## config.mk

```make
export PLATFORM = sky130hd
export DESIGN_NAME = dmem_arbiter
export DESIGN_NICKNAME = d
export VERILOG_FILES = /design/src/rtl/dmem_arbiter.sv
export SDC_FILE = /design/constraint.sdc
export NUM_CORES = 1
export LEC_CHECK = 0
export CORE_MARGIN = 4
export CORE_UTILIZATION = 32
export CTS_CLUSTER_SIZE = 20
export DETAILED_ROUTE_END_ITERATION = 10
export GPL_TIMING_DRIVEN = 0
export PLACE_DENSITY = 0.87
export SLEW_MARGIN = 25
export SYNTH_ARGS = -nofsm -noshare
export SYNTH_HDL_FRONTEND = slang
export SYNTH_SLANG_ARGS = --single-unit
export TNS_END_PERCENT = 50
```

## constraint.sdc

```tcl
create_clock -name clk -period 2.2 [get_ports clk]
set_clock_uncertainty 0.05 [all_clocks]
set_input_delay 0.44 -clock clk [delete_from_list [all_inputs] [get_ports clk]]
set_output_delay 0.44 -clock clk [all_outputs]
set_load 0.02 [all_outputs]
```

## src/rtl/dmem_arbiter.sv

```systemverilog
// Data-memory arbiter between the core load/store port and the debug/loader port.
// Round-robin with a debug burst lock, plus a starvation guard bounding core stall time.
module dmem_arbiter #(
  parameter int AW       = 8,
  parameter int DW       = 32,
  parameter int MAX_WAIT = 4
) (
  input  logic          clk,
  input  logic          rst_n,
  input  logic          core_req,
  input  logic          core_we,
  input  logic [AW-1:0] core_addr,
  input  logic [DW-1:0] core_wdata,
  output logic          core_gnt,
  output logic          core_rvalid,
  output logic [DW-1:0] core_rdata,
  input  logic          dbg_req,
  input  logic          dbg_we,
  input  logic [AW-1:0] dbg_addr,
  input  logic [DW-1:0] dbg_wdata,
  input  logic          dbg_lock,
  output logic          dbg_gnt,
  output logic          dbg_rvalid,
  output logic [DW-1:0] dbg_rdata,
  output logic          mem_en,
  output logic          mem_we,
  output logic [AW-1:0] mem_addr,
  output logic [DW-1:0] mem_wdata,
  input  logic [DW-1:0] mem_rdata
);

  localparam int WW = $clog2(MAX_WAIT + 1);
  localparam logic [WW-1:0] WAIT_MAX = WW'(MAX_WAIT);

  typedef enum logic {
    PORT_CORE = 1'b0,
    PORT_DBG  = 1'b1
  } port_e;

  port_e         last;
  logic [WW-1:0] wait_cnt;
  logic          rd_c;
  logic          rd_d;
  logic          grant_core;
  logic          grant_dbg;

  // Grants are gated by rst_n so nothing reaches the RAM while reset is asserted.
  always_comb begin
    grant_core = 1'b0;
    grant_dbg  = 1'b0;
    if (rst_n) begin
      if (core_req && !dbg_req) begin
        grant_core = 1'b1;
      end else if (dbg_req && !core_req) begin
        grant_dbg = 1'b1;
      end else if (core_req && dbg_req) begin
        if (wait_cnt == WAIT_MAX) begin
          grant_core = 1'b1;
        end else if (dbg_lock && (last == PORT_DBG)) begin
          grant_dbg = 1'b1;
        end else if (last == PORT_DBG) begin
          grant_core = 1'b1;
        end else begin
          grant_dbg = 1'b1;
        end
      end
    end
  end

  always_comb begin
    mem_en    = grant_core | grant_dbg;
    mem_we    = 1'b0;
    mem_addr  = '0;
    mem_wdata = '0;
    if (grant_core) begin
      mem_we    = core_we;
      mem_addr  = core_addr;
      mem_wdata = core_wdata;
    end else if (grant_dbg) begin
      mem_we    = dbg_we;
      mem_addr  = dbg_addr;
      mem_wdata = dbg_wdata;
    end
  end

  assign core_gnt    = grant_core;
  assign dbg_gnt     = grant_dbg;
  assign core_rvalid = rd_c;
  assign dbg_rvalid  = rd_d;
  assign core_rdata  = mem_rdata;
  assign dbg_rdata   = mem_rdata;

  // last starts at debug so the core wins the first tie out of reset.
  always_ff @(posedge clk or negedge rst_n) begin
    if (!rst_n) begin
      last     <= PORT_DBG;
      wait_cnt <= '0;
      rd_c     <= 1'b0;
      rd_d     <= 1'b0;
    end else begin
      if (grant_core) begin
        last <= PORT_CORE;
      end else if (grant_dbg) begin
        last <= PORT_DBG;
      end
      if (core_req && !grant_core) begin
        if (wait_cnt != WAIT_MAX) begin
          wait_cnt <= wait_cnt + 1'b1;
        end
      end else begin
        wait_cnt <= '0;
      end
      rd_c <= grant_core & ~core_we;
      rd_d <= grant_dbg & ~dbg_we;
    end
  end

endmodule
```

[After elaboration in Yosys (flattened, before gate mapping)]
Index checks and enable logic that the tools add are counted.
Storage, ports and cells
  logic and storage cells: 46
  flip-flop bits (word level): 6
  output and inout bits: 110
Operators by class
  reduce and logical (&&, ||, !) cells: 9
  mux-type cells: 24
  bitwise gates (word level): 5
  equal/unequal tests: 3
  add/subtract/negate cells: 1
Operator list (count)
  32-bit 2-to-1 mux: 2
  1-bit 2-to-1 mux: 18
  8-bit 2-to-1 mux: 2
  3-bit 2-to-1 mux: 2
  1-bit logical AND: 5
  3-bit by 1-bit adder with 3-bit output (second input constant): 1
  3-bit == test (second input constant): 1
  1-bit zero test: 3
  3-bit != test (second input constant): 1
  1-bit bitwise AND: 2
  2-bit by 1-bit != test with 1-bit output (second input constant): 1
  1-bit NOT: 2
  2-bit nonzero test: 1
  1-bit bitwise OR: 1

[Logic depth before layout (Yosys ltp)]
Gate-level depths: netlist of run 1.
  depth in word-level cells: 10
  gate-level depth with buffers: 7
  mapped depth without buffers: 5

[Least setup slack after synthesis of run 1]
No wires, ideal clock.
  path type: flip-flop to output port
  from: register wait_cnt[0]
  to: output port mem_addr[0]
  stages on the path, launching flop included: 8
  data required time: 1.710 ns
  path buffers: 2
  data arrival time: 1.373 ns
  path slack: 0.337 ns
  path through: dfrtp_1 inv_1 ha_1 and2_1 buf_6 buf_2 o211ai_1 nand3_1
Between the ends
  word-level cells in the longest chain between the ends: 8
  elaborated cells on any way between the ends: 13
  those cells by class: 1 x eq/ne; 12 x mux
RTL lines
  from (decl): RTL line 41  | logic [WW-1:0] wait_cnt;
  from (signal assigned): RTL line 108  | wait_cnt <= wait_cnt + 1'b1;
  3-bit == test (*): RTL line 57  | if (wait_cnt == WAIT_MAX) begin
  1-bit 2-to-1 mux: RTL line 57
  1-bit 2-to-1 mux: RTL line 56  | end else if (core_req && dbg_req) begin
  1-bit 2-to-1 mux: RTL line 54  | end else if (dbg_req && !core_req) begin
  1-bit 2-to-1 mux: RTL line 52  | if (core_req && !dbg_req) begin
  1-bit 2-to-1 mux: RTL line 51  | if (rst_n) begin
  8-bit 2-to-1 mux: RTL line 79  | end else if (grant_dbg) begin
  8-bit 2-to-1 mux (*): RTL line 75  | if (grant_core) begin
  to (decl): RTL line 27  | output logic [AW-1:0] mem_addr,
Every way passes the cells marked *; elsewhere a longest branch is shown, timed or not.

[Final worst setup path of run 1]
  from: register last
  to: output port mem_wdata[10]
Between the ends
  word-level cells in the longest chain between the ends: 9
  elaborated cells on any way between the ends: 17
  those cells by class: 16 x mux; 1 x reduce/logical
RTL lines
  from (decl): RTL line 40  | port_e last;
  from (signal assigned): RTL line 96  | last <= PORT_DBG;
  from (signal assigned): RTL line 102  | last <= PORT_CORE;
  from (signal assigned): RTL line 104  | last <= PORT_DBG;
  1-bit 2-to-1 mux or 1-bit logical AND (tied branches): RTL line 61, 59
  1-bit 2-to-1 mux: RTL line 59  | end else if (dbg_lock && (last == PORT_DBG)) begin
  1-bit 2-to-1 mux: RTL line 57
  1-bit 2-to-1 mux: RTL line 56
  1-bit 2-to-1 mux: RTL line 54
  1-bit 2-to-1 mux: RTL line 52
  1-bit 2-to-1 mux: RTL line 51
  32-bit 2-to-1 mux: RTL line 79
  32-bit 2-to-1 mux (*): RTL line 75
  to (decl): RTL line 28  | output logic [DW-1:0] mem_wdata,
Marks and branches as above.

==> results of run 1 <==
-- power by group through the flow --
stage / registers (mW) / logic [mW] / clock network (mW)
floorplan: 0.130 / 0.560 / 0
global placement: 0.129 / 1.07 / 0
detailed placement: 0.130 / 1.09 / 0
CTS: 0.129 / 1.08 / 0.178
global route: 0.131 / 1.16 / 0.189
finish: 0.130 / 1.09 / 0.173
-- cells by family after synthesis --
group           synth area share (%)
simple gates                    33.3
buf+inv                         31.5
compound gates                  27.9
flops                           6.03
fa+ha+maj                      0.997
xor+xnor                       0.349
-- worst min path at each step --
stage	startpoint	to	slack, ns	cells after the start
after floorplan	rst_n	core_rvalid	0.09	0
after global placement	last	last	0.42	2
after detailed placement	last	last	0.44	2
after CTS	rst_n	last	0.18	1
after global routing	rst_n	last	0.17	1
final	rst_n	last	0.17	1
-- final cells by class --
class | instances | area, um2
buffer | 110 | 868
clock buffer | 4 | 45.0
fill | 714 | 3060
inverter | 2 | 7.51
multi-input combinational | 237 | 1600
sequential | 6 | 151
tap | 102 | 128
timing repair buffer | 202 | 1830
-- placed cells by master, fill, tap and decap left out --
master             n
a32oi_1           41
dlygate4sd2_1      3
a21oi_1            1
xnor2_1            1
buf_2             43
clkbuf_2           4
dfstp_2            1
clkbuf_8           4
nor2b_1            3
inv_2              2
ha_1               1
buf_4             86
a21boi_2           1
nor3_1             3
nand4_1           41
nand2_1            6
nand2_2            1
nand2b_1           1
nand3_1           41
clkdlybuf4s50_1  148
dlygate4sd3_1      2
ha_4               1
and3_1             1
clkbuf_4           3
o211ai_1          41
buf_8              3
and2_1            43
bufbuf_16          1
nor2_1             5
o21a_1             1
and2_4             1
o21ai_0            1
a41oi_1            1
buf_6             15
dfrtp_1            5
nor2b_4            1
clkbuf_1           4
-- state kept, by name (all words and copies together), names as in the netlist --
signal and count:
core_rvalid 1, dbg_rvalid 1, last 1, wait_cnt 3
-- repair_timing --
action                                 in CTS  in global routing
endpoints found under the hold margin       3                  0
buffers inserted                            2                  1
hold buffers                                2                  0
gates resized for setup                   223                 21
gates cloned                                1                  0
setup endpoints to repair                  44                 42
pin swaps                                   9                  4
-- per-layer routing --
layer / global-route usage [%] / up-vias
met5: 0 / -
met4: 5.26 / 0
met3: 4.42 / 20
met2: 40.1 / 219
met1: 24.3 / 1701
li1: - / 1717
-- stage by stage --
step | area, um2 | hold WS (ns) | setup WS [ns]
after floorplan | 2510 | 0.0944 | 0.337
after global placement | 4600 | 0.423 | -0.983
after detailed placement | 4600 | 0.440 | -1.02
after CTS | 4620 | 0.176 | -0.0259
after global routing | 4630 | 0.173 | -0.0427
final | 4630 | 0.172 | 0.0675
-- worst reg2reg max path, stage by stage, from the launching register on --
cell     delay [ns]
dfrtp_1        0.38
inv_2          0.09
ha_4           0.15
nand2_2        0.14
a41oi_1        0.37
nor3_1         0.10
==> impl_results.md, run 1 <==
* Clock power share at 12.4%
* CP Launch Point: last
* Internal Dissipation at 0.807 mW
* Slowest stage delay, CP at 0.53 ns
* Mapped Cells at 357
* Clock latency on the worst-skew pair at 0.22 ns
* EDFF count, synth at 0
* Max Cap Violations at 0
* Total track usage at 21.3%
* Initial DRT Pass Iterations at 4
* Met3 wire length at 1.18 mm
* Inst Count DP at 655
* Vias at 3657
* Clock-pin slew on the worst setup and hold paths at 0.03 ns
* Top-area cell type share of the netlist area at 20.3%
* CTS tree: yes
* Final Wtd Congestion at 0.752
* Pin count of the biggest net entering global routing at 11
* Die area at 9320 um2
* Critical Path Stages at 6
* CTS Buf Count at 3
* Relative slew margins at 75.3%
* WP buf/inv at 3
* 1st-iter DRT viols at 156
* Total clock sinks at 6
* Area contributors post-synth: buf_4, a32oi_1, o211ai_1, and2_1, nand4_1
* Net Switching at 0.589 mW
* Antenna diodes at 0
* Final nets at 683
* Synth area leader: buf_4
* Routed met2 length at 5.78 mm
* Status: finished, final reports clean
* R2R Setup Slk at 0.79 ns
* Setup TNS at 0 ns
* #FFs+latches synth at 6
* # IOs at 229
* Synth Area per Inst at 7.03 um2
* RSZ-0062 raised after global routing: yes
* Chip height at 96.6 um
* Initial antenna violation count at 0
* Final Setup Violations at 0
* Initial Utilization at 32.6%
* Slew @ Worst Pin at 0.371 ns
* Final Util at 60.3%
* Die W at 96.6 um
* Leak pwr at 1.99 nW
* Met1 wire length at 4.16 mm
* Startpoint types: register
* Net Sw Frac at 42.2%
* First-pass GRT wire length at 16.2 mm
* Clk buf depth at 2
* CP top delay family: buffers and inverters
* Min-Delay Path Class: input pin to async pin
* Final Hold Viols at 0
* Count of different cell masters after synthesis at 26
* Max Clk Rate at 469 MHz
* Via-per-instance ratio at 5.52
* Seq/Total Area, Yosys at 6.03%
* Crit path max fanout at 6
* Max layer used: met4
* Gate power share at 78.3%
* Drt wl/cell at 17.0 um
* Tot Pwr at 1.40 mW
* # DRC at 0
* Number of global-route vias before repair at 3544
* CP Capture Type: output pin
* Fraction of layout cells with a size suffix above 1 at 29.8%
* Total Wirelength at 11.3 mm
* Reg2Reg Depth at 5
* Post-layout min period at 2.13 ns
* Antenna viol nets, final at 0
* Data required, critical path at 1.71 ns
* FF-to-FF End: wait_cnt[2]
* I/O Buffers at 196
* CTS Root Cell: clkbuf_8
* Final cell count without fillers at 663
* Commonest cells post-synth: buf_4, and2_1
* Cell area after synthesis at 2510 um2
* Crit path to: mem_wdata[10]
* Worst VDD drop at 356 uV
* Post-Syn Nets at 478
* Cell Rows at 32
* Flop pwr share at 9.3%
* Worst path cell trace: nor2b_1 -> clkbuf_8 -> bufbuf_16 -> o211ai_1 -> nand3_1 -> buf_2
* H-tree levels at 1
* Most used DFF post-synth: dfrtp_1
* Slew Limit Fails at 0
* Count leader, synth: buf_4
* Synth warnings at 0
* Post-synth ARST share at 100%
* CP max stage cell: dfstp_2
* Synth-to-Final Area Change at 84.5%
* Final period util at 96.9%
* Detailed placer's ending HPWL at 8.84 mm
* Worst Path Arrival at 1.64 ns
* Worst r2r src: wait_cnt[0]
* Core Region at 7690 um2
* Critical setup path kind: register to output pin
* Overflow after GRT at 0
* Pwr/cell area at 301 nW/um2
Power figures use the tool's default switching activity.
==> run 2, diff against run 1 <==
Settings changed: PLACE_DENSITY 0.87 to 0.94.
==> impl_results.md, run 2 (synthesis results as in run 1) <==
* Cell Rows at 32 (unchanged)
* Detailed placer's ending HPWL at 9.28 mm (+5.0%)
* Worst setup margin at 0.0585 ns (-0.00894 ns)
* Max reg flops at 3 (unchanged)
* Data required, critical path at 1.71 ns (about the same)
* Overflow after GRT at 0 (unchanged)
* Reg2Reg Depth at 6 (+1)
* # DRC at 0 (unchanged)
* CP max stage cell: dfrtp_1
* First-pass GRT wire length at 17.9 mm (+10%)
* Antenna diodes at 0 (unchanged)
* Pre-CTS setup slack at -1.03 ns (-0.0174 ns)
* Met1 wire length at 4.26 mm (+2.5%)
* Final Wtd Congestion at 0.771 (+2.5%)
* Critical setup path kind: register to output pin
* Startpoint types: register
* Initial DRT Pass Iterations at 7 (+3)
* Final nets at 687 (+0.59%)
* Max Cap Violations at 0 (unchanged)
* Slew Limit Fails at 0 (unchanged)
* CTS Root Cell: clkbuf_8
* R2R Setup Slk at 0.80 ns (about the same)
* Initial antenna violation count at 0 (unchanged)
* Max Clk Rate at 467 MHz (-0.42%)
* Met3 wire length at 1.24 mm (+4.8%)
* Slew @ Worst Pin at 0.416 ns (+0.0451 ns)
* Antenna viol nets, final at 0 (unchanged)
* H-tree levels at 1 (unchanged)
* Chip height at 96.6 um (unchanged)
* CP Capture Type: output pin
* Max layer used: met4
* Total track usage at 23.5% (+2.2 points)
* Worst r2r src: wait_cnt[1]
* FF-to-FF End: wait_cnt[0]
* CP top delay family: buffers and inverters
* Routed met2 length at 6.21 mm (+7.5%)
* Area taken by multi-input logic gates at 1610 um2 (+0.47%)
* Pwr/cell area at 302 nW/um2 (+0.26%)
* Total Wirelength at 12.0 mm (+6.0%)
* Internal Dissipation at 0.824 mW (+2.2%)
* Worst VDD drop at 373 uV (+4.7%)
* Worst Path Arrival at 1.65 ns (about the same)
* Leak pwr at 2.02 nW (+1.8%)
* Slowest stage delay, CP at 0.38 ns (-0.15 ns)
* Flip-flop and latch area at 151 um2 (unchanged)
* Final period util at 97.3% (+0.41 points)
* CTS Buf Count at 3 (unchanged)
* Final Hold Viols at 0 (unchanged)
* CTS tree: yes
* Final Setup Violations at 0 (unchanged)
* WP buf/inv at 3 (unchanged)
* 1st-iter DRT viols at 273 (+75%)
* Core Region at 7690 um2 (unchanged)
* I/O Buffers at 196 (unchanged)
* Fraction of layout cells with a size suffix above 1 at 30.3% (+0.50 points)
* Die W at 96.6 um (unchanged)
* Vias at 3738 (+2.2%)
* Net Sw Frac at 42.4% (+0.23 points)
* Total clock sinks at 6 (unchanged)
* Most frequent cells in the layout: clkdlybuf4s50_1, buf_4, and2_1
* Min-Delay Path Class: input pin to async pin
* Relative slew margins at 72.3% (-3.0 points)
* Worst path cell trace: inv_2 -> ha_4 -> and2_4 -> buf_6 -> o211ai_1 -> nand3_1 -> buf_4
* Clock power share at 12.3% (about the same)
* Inst Count DP at 655 (unchanged)
* Die area at 9320 um2 (unchanged)
* Clk buf depth at 2 (unchanged)
* Crit path max fanout at 10 (+4)
* Status: finished, final reports clean
* Initial Utilization at 32.6% (unchanged)
* Flop pwr share at 9.1% (-0.2 points)
* Largest Register: wait_cnt
* Net Switching at 0.608 mW (+3.1%)
* RSZ-0062 raised after global routing: yes
* # IOs at 229 (unchanged)
* Commonest non-fill, non-tap cell in the layout: clkdlybuf4s50_1
* Via-per-instance ratio at 5.60 (+1.6%)
* Synth-to-Final Area Change at 88.8%
* Drt wl/cell at 17.9 um (+5.4%)
* Clock latency on the worst-skew pair at 0.22 ns (about the same)
* Pin count of the biggest net entering global routing at 11 (unchanged)
* Number of global-route vias before repair at 3778 (+6.6%)
* Clock-pin slew on the worst setup and hold paths at 0.04 ns (about the same)
* Final cell count without fillers at 667 (+0.60%)
* Post-layout min period at 2.14 ns (+0.00894 ns)
* Gate power share at 78.6% (+0.3 points)
* Fillers at 713 (-0.14%)
-- run 2: cell count changes in the layout (fill, tap and decap cells not counted), moves of 2 or more --
cell / delta
clkbuf_4: +4
buf_6: +11
buf_2: -7
buf_4: -3
clkbuf_16: +2
clkbuf_2: -3
-- run 2: layer usage --
layer  track usage [%]  up-vias
met5                 0        -
met4              7.48        0
met2              43.2      241
met1              27.0     1749
li1                  -     1724
met3              4.88       24
-- run 2: per-stage QoR --
| stage | util [%] | setup TNS (ns) | power [mW] | instance area (um2) | hold WS [ns] |
|---|---|---|---|---|---|
| after floorplan | - | 0 | 0.690 | 2510 | 0.0944 |
| after global placement | 59.8 | -40.73 | 1.20 | 4600 | 0.422 |
| after detailed placement | 59.8 | -42.57 | 1.23 | 4600 | 0.444 |
| after CTS | 60.4 | -0.00583 | 1.40 | 4640 | 0.173 |
| after global routing | 61.6 | -0.0415 | 1.52 | 4740 | 0.174 |
| final | 61.6 | 0 | 1.43 | 4740 | 0.169 |
-- run 2: power by group through the flow --
stage          registers [mW]  clock network, mW  logic [mW]
3_3_place_gp            0.129                  0        1.07
6_report                0.130              0.176        1.13
3_5_place_dp            0.130                  0        1.10
2_1_floorplan           0.130                  0       0.560
4_1_cts                 0.128              0.180        1.10
5_1_grt                 0.131              0.188        1.20
-- run 2: what timing repair did --
action	4_1_cts	5_1_grt
gates cloned	1	2
resized for setup	237	27
pin swaps	18	5
buffers inserted	3	2
hold buffers	2	0
setup endpoints to repair	44	41
hold endpoints to repair	3	0
-- run 2: cell type report --
type	count	area share [%]
Buffer	110	18.9
Clock buffer	4	0.951
Inverter	2	0.158
Multi-Input combinational cell	237	33.9
Sequential cell	6	3.20
Tap cell	102	2.69
Timing Repair Buffer	206	40.2
-- run 2: worst register-to-register path, stage by stage, from the launching register on --
cell and delay, ns:
dfrtp_1 0.40, inv_2 0.08, ha_4 0.15, and2_4 0.25, buf_6 0.17, xnor2_1 0.12
nor2_1 0.05
-- run 2: worst max path at each step --
stage / endpoint / from / cells after the start
2_1_floorplan: mem_addr[0] / wait_cnt[0] / 7
3_3_place_gp: mem_wdata[1] / rst_n / 6
3_5_place_dp: mem_wdata[1] / rst_n / 6
4_1_cts: mem_wdata[1] / wait_cnt[1] / 8
5_1_grt: mem_wdata[4] / wait_cnt[1] / 7
6_report: mem_wdata[20] / wait_cnt[1] / 7
